--- src/rtl/la_capture_export_sequencer.sv ---
// Acquisition sequencer: arms the capture engine, latches the trigger index on capture done,
// runs one streamer frame, then stops (single) or rearms after a holdoff (run).
`timescale 1ns/1ps
module la_capture_export_sequencer #(
  parameter int ADDR_WIDTH     = 11,
  parameter int HOLDOFF_CYCLES = 50_000,
  parameter int TIMEOUT_CYCLES = 0,
  parameter int CNT_WIDTH      = 16
) (
  input  logic                  clk,
  input  logic                  rst_n,
  input  logic                  cmd_single,
  input  logic                  cmd_run,
  input  logic                  cmd_abort,
  output logic                  cap_arm,
  output logic                  cap_abort,
  input  logic                  cap_done,
  input  logic [ADDR_WIDTH-1:0] cap_trig_index,
  output logic                  stream_start,
  input  logic                  stream_busy,
  input  logic                  stream_done,
  output logic [ADDR_WIDTH-1:0] trig_index,
  output logic                  seq_busy,
  output logic [2:0]            seq_state,
  output logic [CNT_WIDTH-1:0]  frame_count,
  output logic                  timeout_err
);

  typedef enum logic [2:0] {
    S_IDLE    = 3'd0,
    S_ARM     = 3'd1,
    S_CAPT    = 3'd2,
    S_EXPORT  = 3'd3,
    S_RELEASE = 3'd4,
    S_HOLDOFF = 3'd5
  } state_t;

  localparam int TW = (TIMEOUT_CYCLES > 1) ? $clog2(TIMEOUT_CYCLES) : 1;
  localparam int HW = (HOLDOFF_CYCLES > 1) ? $clog2(HOLDOFF_CYCLES) : 1;
  localparam logic [TW-1:0] TIMER_LAST = TW'((TIMEOUT_CYCLES > 0) ? TIMEOUT_CYCLES - 1 : 0);
  localparam logic [HW-1:0] HOLD_LAST  = HW'((HOLDOFF_CYCLES > 0) ? HOLDOFF_CYCLES - 1 : 0);

  state_t                state_q, state_d;
  logic [TW-1:0]         timer_q, timer_d;
  logic [HW-1:0]         hold_q, hold_d;
  logic [ADDR_WIDTH-1:0] trig_index_q, trig_index_d;
  logic [CNT_WIDTH-1:0]  frame_count_q, frame_count_d;
  logic                  timeout_err_q, timeout_err_d;
  logic                  abort_pend_q, abort_pend_d;
  logic                  stream_start_q, stream_start_d;
  logic                  cap_abort_q, cap_abort_d;
  logic                  timeout_hit;

  always_ff @(posedge clk or negedge rst_n) begin
    if (!rst_n) begin
      state_q        <= S_IDLE;
      timer_q        <= '0;
      hold_q         <= '0;
      trig_index_q   <= '0;
      frame_count_q  <= '0;
      timeout_err_q  <= 1'b0;
      abort_pend_q   <= 1'b0;
      stream_start_q <= 1'b0;
      cap_abort_q    <= 1'b0;
    end else begin
      state_q        <= state_d;
      timer_q        <= timer_d;
      hold_q         <= hold_d;
      trig_index_q   <= trig_index_d;
      frame_count_q  <= frame_count_d;
      timeout_err_q  <= timeout_err_d;
      abort_pend_q   <= abort_pend_d;
      stream_start_q <= stream_start_d;
      cap_abort_q    <= cap_abort_d;
    end
  end

  assign timeout_hit = (TIMEOUT_CYCLES != 0) && (timer_q == TIMER_LAST);

  // abort_pend latches any stop request so a still-high cmd_run cannot relaunch;
  // it clears once cmd_run drops in idle or a new start is accepted.
  always_comb begin
    state_d       = state_q;
    timer_d       = timer_q;
    hold_d        = hold_q;
    trig_index_d  = trig_index_q;
    frame_count_d = frame_count_q;
    timeout_err_d = timeout_err_q;
    abort_pend_d  = abort_pend_q;
    cap_abort_d   = 1'b0;
    case (state_q)
      S_IDLE: begin
        if (cmd_abort) begin
          abort_pend_d = 1'b1;
        end else if (cmd_single || (cmd_run && !abort_pend_q)) begin
          state_d       = S_ARM;
          timeout_err_d = 1'b0;
          abort_pend_d  = 1'b0;
        end else if (!cmd_run) begin
          abort_pend_d = 1'b0;
        end
      end
      S_ARM: begin
        timer_d = '0;
        state_d = S_CAPT;
      end
      S_CAPT: begin
        timer_d = timer_q + 1'b1;
        if (cmd_abort) begin
          cap_abort_d  = 1'b1;
          abort_pend_d = 1'b1;
          state_d      = S_IDLE;
        end else if (timeout_hit) begin
          cap_abort_d   = 1'b1;
          timeout_err_d = 1'b1;
          abort_pend_d  = 1'b1;
          state_d       = S_IDLE;
        end else if (cap_done) begin
          trig_index_d = cap_trig_index;
          state_d      = S_EXPORT;
        end
      end
      S_EXPORT: begin
        if (cmd_abort) abort_pend_d = 1'b1;
        if (stream_done) begin
          frame_count_d = frame_count_q + 1'b1;
          state_d       = S_RELEASE;
        end
      end
      S_RELEASE: begin
        if (cmd_abort) abort_pend_d = 1'b1;
        if (!stream_busy && !stream_done) begin
          if (abort_pend_q || cmd_abort || !cmd_run) begin
            state_d = S_IDLE;
          end else begin
            hold_d  = HOLD_LAST;
            state_d = S_HOLDOFF;
          end
        end
      end
      S_HOLDOFF: begin
        if (cmd_abort) abort_pend_d = 1'b1;
        if (cmd_abort || !cmd_run) begin
          state_d = S_IDLE;
        end else if (hold_q == '0) begin
          state_d = S_ARM;
        end else begin
          hold_d = hold_q - 1'b1;
        end
      end
      default: state_d = S_IDLE;
    endcase
    // start rises one cycle after entering export and drops as soon as export is left
    stream_start_d = (state_q == S_EXPORT) && (state_d == S_EXPORT);
  end

  always_comb begin
    cap_arm  = (state_q == S_ARM);
    seq_busy = (state_q != S_IDLE);
  end

  assign cap_abort    = cap_abort_q;
  assign stream_start = stream_start_q;
  assign trig_index   = trig_index_q;
  assign seq_state    = state_q;
  assign frame_count  = frame_count_q;
  assign timeout_err  = timeout_err_q;

endmodule
--- config.mk ---
export PLATFORM = sky130hd
export DESIGN_NAME = la_capture_export_sequencer
export DESIGN_NICKNAME = d
export VERILOG_FILES = /design/src/rtl/la_capture_export_sequencer.sv
export SDC_FILE = /design/constraint.sdc
export NUM_CORES = 1
export LEC_CHECK = 0
export CAP_MARGIN = 25
export CORE_ASPECT_RATIO = 0.9
export CORE_MARGIN = 3
export CORE_UTILIZATION = 54
export DETAILED_ROUTE_END_ITERATION = 16
export PLACE_DENSITY = 0.9
export SYNTH_ARGS = -nofsm -noshare
export SYNTH_HDL_FRONTEND = slang
export SYNTH_SLANG_ARGS = --single-unit
--- constraint.sdc ---
create_clock -name clk -period 4.6 [get_ports clk]
set_clock_uncertainty 0.1 [all_clocks]
set_input_delay 0.92 -clock clk [delete_from_list [all_inputs] [get_ports clk]]
set_output_delay 0.92 -clock clk [all_outputs]
set_load 0.1 [all_outputs]
==> summary.txt, run 1 <==
Clock tree
  – H-tree depth: 2
  – Clk Latency, worst-skew pair: 0.31 ns
  – Post_cts resized: 0
  – Number of buffers created by CTS: 5
  – Setup Fix Bufs, Post-CTS: 0
  – CTS Sinks: between 40 and 50
  – Clock-pin slew on the worst setup and hold paths: 0.09 ns
  – Root buf cell: clkbuf_8
  – Hold-fix buffers, CTS: 0
  – Max Root-Sink Buffers: 2
  – CTS tree: done

GRT
  – First-pass GRT wire length: between 8000 and 9000 um
  – Grt peak-use layer: met2
  – Number of global-route vias before repair: 1863
  – Met1 Track Usage GR: 0.281
  – All-Layer GR Usage: 0.207
  – Initial antenna violation count: 0
  – Global-route met2 utilization: 0.329
  – GRT met3 Usage: 0.0431
  – GR Overflow Total: 0
  – Pin count of the biggest net entering global routing: 50

Floorplan
  – Core Box Area: 4160 um^2
  – Die area: approximately 5200 um^2
  – Boundary Pins: between 50 and 60
  – Row cnt: 22
  – Chip height: 69.0 um
  – Die W: between 70 and 80 um
  – Starting density of the core: 0.573

Timing
  – Fin. Hold Viols: 0
  – Final WS setup: 1.21 ns
  – Crit path time final: ~3.4 ns
  – Max-slew headroom: 0.338
  – Least-Margin Pin Slew: 0.990 ns
  – Fin. max-slew vios: 0
  – Post-route clock period utilization: 0.736
  – Sum Neg Setup Slack: 0 ns
  – Max Fclk: between 200 and 300 MHz
  – # setup viols final: 0
  – RSZ-0062 raised after global routing: false

Critical path
  – CP Data Required Time: 3.58 ns
  – Worst r2r dst: hold_q[9]$_DFFE_PN0P_
  – Worst setup SP type: flop
  – Crit-path max cell delay: 1.19 ns
  – Crit-path cells: nor3b_1 > clkdlybuf4s50_1
  – Crit path buf inv count: 1
  – Crit end category: output pin
  – R2R cell count: 4
  – Arr. time, crit path: 2.37 ns
  – Slowest stage cell, crit path: clkdlybuf4s50_1
  – Critical R2R Launch: seq_state[0]$_DFF_PN0_
  – Kind of critical path: reg -> out
  – Delay-heaviest family, CP: buffers and inverters
  – R2R Setup Slk: 2.43 ns
  – Worst Path Max Fanout: 12

Finish
  – Final Cell Area: ~3000 um^2
  – Layout cell share with drive strength beyond 1: 0.0625
  – Fin util: 0.729
  – Final net count: 293
  – Area growth syn-to-layout: 27.2%
  – Fillers: 303
  – Diode count: 0

Detailed routing
  – DR pass1 iterations: 4
  – Routed vias: roughly 1900
  – Initial DRC count: 114
  – Final ANT Viol Nets: 0
  – WL/cell: 15.8 um
  – Total Routed Length: 5250 um
  – Vias per cell: between 5 and 6
  – Residual DRC count: 0

Placement
  – Hpwl dp: 3790 um
  – Dpl cell area: 2940 um^2
  – Placer Congestion: 0.900
  – I/O Buffers: 52
  – Dpl ws: about 1.5 ns

Synth
  – Mapped Cells: 220
  – Yosys top cell by area: dfrtp_1
  – Top cell type's share of synthesized area: 0.514
  – Number of synthesized register bits: 49
  – Yosys Warn Count: 0
  – Netlist cell types: 50
  – Mapped cell area: 2380 um^2
  – Synth Net Count: 242
  – Synth top cells by count: dfrtp_1, nor2_1, nand3_1, xnor2_1
  – EDFF count, synth: 0
  – Synth Flop Type: dfrtp_1
  – Top-count cell post-synth: dfrtp_1
  – Top cells by area, synth: dfrtp_1, xnor2_1, mux2_1
  – Synthesized area per cell: 10.8 um^2
  – Sequential share of the synthesized area: 0.514
  – Post-synth ARST share: 1.00

Power and ir drop
  – Sequential share of power: 0.314
  – Cell Pwr Density: 702 nW/um^2
  – Clk pwr share: 0.124
  – Switch Pwr: 1.15 mW
  – Net switching fraction of the power: 0.541
  – Worst vdd ir: 0.000797 V
  – Combinational Power Share: 0.563
  – Leakage Power: 1.29 nW
  – P_int: 0.975 mW

Min path
  – Hold Path Class: reg -> reg
  – Worst hold path endpoint: frame_count[15]$_DFFE_PN0P_
  – Worst hold start: frame_count[15]$_DFFE_PN0P_
  – Hold Path Cell Cnt: 1

Job
  – Max-Cap Viols: 0

Status
  – Outcome: finished, final reports clean
-- kinds of logic after synthesis --
group | count (synthesis) | share of synthesized area
and+or+nand+nor | 89 | 0.222
DFF | 49 | 0.514
AOI/OAI and AO/OA | 33 | 0.0934
xor gates and xnor gates | 15 | 0.0551
muxes | 15 | 0.0693
buffers and inverters | 15 | 0.0289
adders and majority gates | 3 | 0.0157
other | 1 | 0.00157
-- worst max path at each step --
stage                                      start                    end  slack, ns  cells past startpoint
after floorplan           seq_state[0]$_DFF_PN0_                cap_arm       0.13                      2
after global placement                   cmd_run  hold_q[5]$_DFFE_PN0P_       1.58                      5
after detailed placement                 cmd_run  hold_q[5]$_DFFE_PN0P_       1.53                      5
after CTS                 seq_state[0]$_DFF_PN0_                cap_arm       1.23                      2
after global routing      seq_state[0]$_DFF_PN0_                cap_arm       1.15                      2
final                     seq_state[0]$_DFF_PN0_                cap_arm       1.21                      2
-- sequential cells by signal (all words and copies together) (netlist names) --
signal,cells
seq_state,3
hold_q,16
abort_pend_q,1
frame_count,16
trig_index,11
cap_abort,1
stream_start,1
-- layout by cell type (no fill, tap or decap), types with 3 or more instances in the layout --
| master | synthesis | final |
|---|---|---|
| inv_1 | 6 | 6 |
| mux2i_1 | 3 | 3 |
| nor2_1 | 16 | 16 |
| xnor2_1 | 12 | 12 |
| clkdlybuf4s50_1 | 0 | 51 |
| nor3_1 | 6 | 6 |
| clkbuf_8 | 0 | 6 |
| nand3_1 | 13 | 13 |
| nor4_1 | 6 | 6 |
| xor2_1 | 3 | 3 |
| o21ai_0 | 3 | 3 |
| mux2_1 | 9 | 9 |
| o31ai_1 | 5 | 5 |
| dfrtp_1 | 49 | 49 |
| a21oi_1 | 10 | 10 |
| mux2_2 | 3 | 3 |
| nand4_1 | 5 | 5 |
| o311ai_1 | 4 | 4 |
| or3_1 | 6 | 6 |
| nand2_1 | 10 | 10 |
| or4_1 | 6 | 6 |
| ha_1 | 3 | 3 |
-- final cells by class --
| cell class | count | area, um^2 | area share |
|---|---|---|---|
| inverters | 6 | 22.5 | 0.00743 |
| repair buffers | 53 | 523 | 0.173 |
| multi-input cells | 156 | 1090 | 0.359 |
| well taps | 60 | 75.1 | 0.0248 |
| clock inverters | 2 | 13.8 | 0.00454 |
| clock buffers | 6 | 82.6 | 0.0272 |
| flip-flops and latches | 49 | 1230 | 0.404 |
-- through the flow --
step | hold WS (ns) | cells | power, mW
6_report | 0.384 | 332 | 2.13
5_1_grt | 0.406 | 332 | 2.22
3_3_place_gp | 0.362 | 324 | 1.84
2_1_floorplan | 0.402 | 220 | 1.57
4_1_cts | 0.384 | 332 | 2.13
3_5_place_dp | 0.372 | 324 | 1.86
-- routing by layer --
metal / part of all wire / vias up
met1: 0.46 / 932
met3: 0.047 / 9
met4: 0.020 / 0
met5: 0 / -
met2: 0.47 / 65
li1: - / 909
-- power by group through the flow --
| stage | logic, mW | clock network, mW | registers (mW) |
|---|---|---|---|
| floorplan | 0.392 | 0 | 1.18 |
| global placement | 1.18 | 0 | 0.658 |
| detailed placement | 1.19 | 0 | 0.670 |
| CTS | 1.20 | 0.270 | 0.662 |
| global route | 1.25 | 0.293 | 0.682 |
| finish | 1.20 | 0.263 | 0.667 |
Power figures use the tool's default switching activity.
==> run 2: changes to the inputs <==
CORE_UTILIZATION = 45   (was 54)
PLACE_DENSITY = 0.81   (was 0.9)
clock period = 3 ns   (was 4.6 ns; I/O delays follow)
==> summary.txt, run 2 (synthesis results as in run 1) <==
Timing
  – RSZ-0062 raised after global routing: false
  – Crit path time final: 2.30 ns
  – Least-Margin Pin Slew: 0.602 ns (-0.388 ns)
  – Max Fclk: around 430 MHz
  – Max-slew headroom: 0.597 (+0.259)
  – Fin. max-slew vios: 0 (unchanged)
  – # setup viols final: 0 (unchanged)
  – Sum Neg Setup Slack: 0 ns (unchanged)
  – Post-route clock period utilization: 0.767
  – Fin. Hold Viols: 0 (unchanged)

Critical path
  – CP Data Required Time: 2.30 ns (-1.28 ns)
  – Worst Path Max Fanout: 10 (-2)
  – Crit-path max cell delay: 0.54 ns (-0.65 ns)
  – R2R cell count: 4 (unchanged)
  – Crit-path cells: or3_1 > buf_4
  – Crit path buf inv count: 1 (unchanged)
  – Slowest stage cell, crit path: dfrtp_1
  – Critical R2R Launch: seq_state[2]$_DFF_PN0_
  – Worst setup SP type: flop
  – Arr. time, crit path: 1.60 ns (-0.77 ns)
  – Kind of critical path: reg -> out
  – R2R Setup Slk: 0.88 ns (-1.55 ns)
  – Crit end category: output pin
  – Delay-heaviest family, CP: flip-flops
  – Worst r2r dst: hold_q[12]$_DFFE_PN0P_

Clock tree
  – Max Root-Sink Buffers: 2 (unchanged)
  – CTS Sinks: 49 (unchanged)
  – Clk Latency, worst-skew pair: 0.30 ns (about the same)
  – Clock-pin slew on the worst setup and hold paths: 0.10 ns (about the same)
  – Setup Fix Bufs, Post-CTS: 0 (unchanged)
  – Hold-fix buffers, CTS: 0 (unchanged)
  – Root buf cell: clkbuf_8
  – H-tree depth: 2 (unchanged)
  – CTS tree: done
  – Number of buffers created by CTS: 5 (unchanged)
  – Post_cts resized: 0 (unchanged)

Detailed routing
  – WL/cell: 15.2 um (-3.8%)
  – Residual DRC count: 0 (unchanged)
  – Total Routed Length: 5190 um (-1.2%)
  – Vias per cell: 5.70 (-1.3%)
  – Initial DRC count: 127 (+11%)
  – Final ANT Viol Nets: 0 (unchanged)
  – DR pass1 iterations: 4 (unchanged)
  – Routed vias: 1942 (+1.4%)

Placement
  – I/O Buffers: 52 (unchanged)
  – Placer Congestion: 0.867 (-3.6%)
  – Hpwl dp: 3820 um (+0.91%)
  – Dpl cell area: 2900 um^2 (-1.3%)

Floorplan
  – Chip height: 75.0 um (+8.7%)
  – Core Box Area: 4980 um^2 (+20%)
  – Row cnt: 24 (+9.1%)
  – Starting density of the core: 0.478 (-0.0953)
  – Boundary Pins: 54 (unchanged)
  – Die W: 82.7 um (+8.8%)
  – Die area: 6210 um^2 (+18%)

Power and ir drop
  – Worst vdd ir: 0.000791 V (-0.77%)
  – Cell Pwr Density: 1080 nW/um^2 (+54%)
  – Leakage Power: 1.37 nW (+6.0%)

GRT
  – Initial antenna violation count: 0 (unchanged)
  – All-Layer GR Usage: 0.188 (-0.0191)
  – GR Overflow Total: 0 (unchanged)
  – Number of global-route vias before repair: 1932 (+3.7%)
  – First-pass GRT wire length: 9110 um (+4.3%)
  – Pin count of the biggest net entering global routing: 35 (-30%)

Status
  – Outcome: finished, final reports clean

Finish
  – Diode count: 0 (unchanged)
  – Commonest non-fill, non-tap cell in the layout: dfrtp_1
  – Layout cell share with drive strength beyond 1: 0.203 (+0.140)
  – Fillers: 434 (+43%)
  – Most frequent cells in the layout: dfrtp_1, buf_4, clkdlybuf4s50_1
  – Final net count: 297 (+1.4%)
  – Final Cell Area: 3000 um^2 (-1.1%)
  – Area growth syn-to-layout: 25.8%

Min path
  – Hold Path Class: in -> async

Job
  – Max-Cap Viols: 0 (unchanged)
-- run 2: power breakdown --
part / total (mW) / internal [mW] / leakage [nW] / switching (mW)
Sequential: 1.03 / 0.831 / 0.646 / 0.196
Combinational: 1.79 / 0.442 / 0.670 / 1.34
Clock: 0.423 / 0.192 / 0.0518 / 0.232
-- run 2: through the flow --
stage	util	cells	power [mW]	hold WS [ns]	setup WS (ns)
after floorplan	-	220	2.43	0.204	0.201
after CTS	0.601	341	3.25	0.100	0.692
final	0.601	341	3.24	0.0958	0.700
after global placement	0.581	333	2.78	0.366	0.416
after detailed placement	0.581	333	2.82	0.374	0.384
after global routing	0.601	341	3.41	0.111	0.623
-- run 2: how the worst max path moves through the flow --
stage                                      start                     end  slack [ns]  cells after the start
final                     seq_state[2]$_DFF_PN0_                seq_busy        0.70                      2
after global routing                   cmd_abort  hold_q[12]$_DFFE_PN0P_        0.62                      5
after detailed placement               cmd_abort   hold_q[5]$_DFFE_PN0P_        0.38                      5
after CTS                 seq_state[2]$_DFF_PN0_                seq_busy        0.69                      2
after global placement                 cmd_abort   hold_q[5]$_DFFE_PN0P_        0.42                      5
after floorplan           seq_state[0]$_DFF_PN0_                 cap_arm        0.20                      2
-- run 2: cell type report --
cell class / count / area, um^2 / area share
Timing Repair Buffer: 57 / 468 / 0.156
Clock buffer: 6 / 82.6 / 0.0275
Multi-Input combinational cell: 156 / 1100 / 0.367
Inverter: 6 / 22.5 / 0.00751
Tap cell: 65 / 81.3 / 0.0271
Sequential cell: 49 / 1230 / 0.409
Clock inverter: 2 / 17.5 / 0.00584
-- run 2: per-layer routing --
layer,track usage,part of all wire,vias to the layer above
li1,-,-,921
met1,0.263,0.46,949
met3,0.0299,0.056,8
met2,0.306,0.47,64
met4,0.0490,0.0096,0
met5,0,0,-
==> edit, RTL diff (settings of run 2) <==
Add an input register stage for `cap_trig_index`, without a reset; this delays it by one clock. The other inputs are not delayed to match.
--- a/src/rtl/la_capture_export_sequencer.sv
+++ b/src/rtl/la_capture_export_sequencer.sv
@@ -40,4 +40,10 @@
   localparam logic [TW-1:0] TIMER_LAST = TW'((TIMEOUT_CYCLES > 0) ? TIMEOUT_CYCLES - 1 : 0);
   localparam logic [HW-1:0] HOLD_LAST  = HW'((HOLDOFF_CYCLES > 0) ? HOLDOFF_CYCLES - 1 : 0);
+
+  logic [ADDR_WIDTH-1:0] cap_trig_index_q;
+
+  always_ff @(posedge clk) begin
+    cap_trig_index_q <= cap_trig_index;
+  end
 
   state_t                state_q, state_d;
@@ -117,5 +123,5 @@
           state_d       = S_IDLE;
         end else if (cap_done) begin
-          trig_index_d = cap_trig_index;
+          trig_index_d = cap_trig_index_q;
           state_d      = S_EXPORT;
         end
Function: changed (a bounded check fails within 4 cycles, from zero or initial values and one cycle with rst_n low).
==> edit against run 2 <==
  * Synthesized area rose by 8.9%
  * Setup slack improved by 1.8 ps
  * Total power rose by 8.9%
  * Synthesized cell count rose by 2.3%
  * Sequential cell count rose by 11
  * Routed wire length rose by 2.2%
  * Design area rose by 10%
  * Worst hold slack improved by 100 ps
  * Non-clock buffer count fell by 3
  * Critical endpoint unchanged
  * Largest cell class unchanged
  * Largest power group unchanged
==> edit: results (changes against run 2) <==
stage;metric;value;unit;change
status;status;complete, no violations;;
logic_synthesis;Synth Net Count;247;;+2.1%
power_and_ir_drop;Leakage Power;1.55;nW;+14%
layout;layout cells sized above 1;26.0;%;+5.7 points
grt;initial antenna violation count;0;;unchanged
placement;Placement Cell Area;0.00310;mm2;+7.0%
clocking;Clk Latency, worst-skew pair;330;ps;+30 ps
grt;largest net degree at the start of global routing;31;;-11%
worst_setup_path;worst reg2reg endpoint;frame_count[15];;
power_and_ir_drop;Power Internal;1.81;mW;+23%
layout;# diodes;0;;unchanged
drt;via count;1933;;-0.46%
worst_setup_path;Crit-path slowest cell;dfrtp_1;;
logic_synthesis;top cells by count, synth;dfrtp_1, nand2_1, dfxtp_1, mux2_2, nand3_1;;
clocking;clk slew on worst S/H paths;60;ps;-40 ps
clocking;CTS buffer count;9;;+4
logic_synthesis;Compound-Gate Fraction of Synth Area;7.28;%;-2.1 points
logic_synthesis;Post-synth top flop;dfrtp_1;;
logic_synthesis;sequential cell area fraction in the yosys report;55.7;%;+4.3 points
drt;First-pass DRT Iterations;4;;unchanged
placement;gpl congestion;0.809;;-6.7%
placement;number of buffers added on ports;52;;unchanged
logic_synthesis;synth warn;0;;unchanged
worst_setup_path;reg2reg path depth;4;;unchanged
sta;worst slew pin tran;672;ps;+69.7 ps
worst_setup_path;Critical Path Sink;seq_busy;;
worst_setup_path;CP peak stage delay;520;ps;-20 ps
grt;gr usage total;17.8;%;-0.96 points
worst_hold_path;Hold Crit Class;in -> async;;
logic_synthesis;FFs w/ async S/R, synth;81.7;%;-18 points
sta;worst hold slack;198;ps;+102 ps
clocking;CTS root buf;clkbuf_8;;
drt;Iter 0 DRT Violations;108;;-15%
clocking;H-tree depth;3;;+1
worst_setup_path;delay-heaviest family, CP;flip-flops;;
logic_synthesis;Unique masters post-synth;51;;+2.0%
worst_setup_path;r2r setup slk;1020;ps;+140 ps
layout;fin nets;306;;+3.0%
clocking;clk buf depth;2;;unchanged
grt;first-pass GRT wire length;9380;um;+3.0%
worst_setup_path;R2R Path Start;seq_state[2];;
grt;number of global-route vias before repair;1968;;+1.9%
worst_setup_path;crit-path max FO;11;;+1
worst_setup_path;crit path from;seq_state[1];;
worst_setup_path;arrival time at the worst endpoint;1600;ps;about the same
logic_synthesis;xor/xnor share of the synthesized area;5.06;%;-0.45 points
logic_synthesis;multiplexer share of the synthesized area;6.70;%;-0.23 points
logic_synthesis;Synth area leaders;dfrtp_1, dfxtp_1, mux2_2;;
power_and_ir_drop;Worst VDD drop;0.971;mV;+23%
logic_synthesis;Synth Area in Adders;1.45;%;-0.13 points
drt;WL/cell;14.9;um;-2.1%
clocking;setup bufs post-CTS;0;;unchanged
placement;DPL Wire Length;3830;um;+0.18%
[edit: changes by cell type in the layout (fill, tap and decap cells not counted), sizes merged, moves of 4 or more]
cell	before	now
nor2	16	10
dfxtp	0	11
or4	6	2
a21oi	10	4
clkbuf	6	12
nand2	10	21
[edit: power groups by stage]
stage	sequential (mW)	combinational (mW)	clock (mW)
global route	1.17	1.74	0.787
finish	1.15	1.66	0.721
CTS	1.15	1.66	0.737
floorplan	1.92	0.538	0
detailed placement	1.16	1.66	0
global placement	1.15	1.64	0
[edit: cell type report]
cell class,count,area (um2)
Multi-Input combinational cell,154,1110
Tap cell,67,83.8
Inverter,5,18.8
Fill cell,455,2110
Sequential cell,60,1450
Clock buffer,12,155
Clock inverter,4,47.5
Timing Repair Buffer,54,445
[edit: kinds of logic (layout without fill, tap and decap cells)]
kind of cell | Yosys count | after routing
compound gates | 28 | 28
xor+xnor | 15 | 15
mux | 16 | 16
flops | 60 | 60
buf+inv | 11 | 75
fa+ha+maj | 3 | 3
simple gates | 91 | 91
other cells | 1 | 1
[edit: worst min path at each step]
stage / startpoint / endpoint / cells after the start
finish: rst_n / trig_index[5] / 1
global route: rst_n / trig_index[5] / 1
CTS: rst_n / trig_index[5] / 1
detailed placement: cap_trig_index_q[0] / trig_index[0] / 1
global placement: cap_trig_index_q[7] / trig_index[7] / 1
floorplan: rst_n / abort_pend_q / 0
[edit: per-stage QoR]
step                      cells  setup WS (ps)  power [mW]
final                       356            702        3.52
after global routing        356            612        3.70
after CTS                   356            696        3.55
after detailed placement    340            438        2.82
after global placement      340            527        2.80
after floorplan             225            223        2.46
[edit: routing by layer]
layer	track usage [%]	part of all wire, %	up-vias
li1	-	-	949
met1	23.6	46	919
met2	26.3	47	54
met3	4.41	4.5	11
met4	10.6	2.4	0
met5	0	0	-
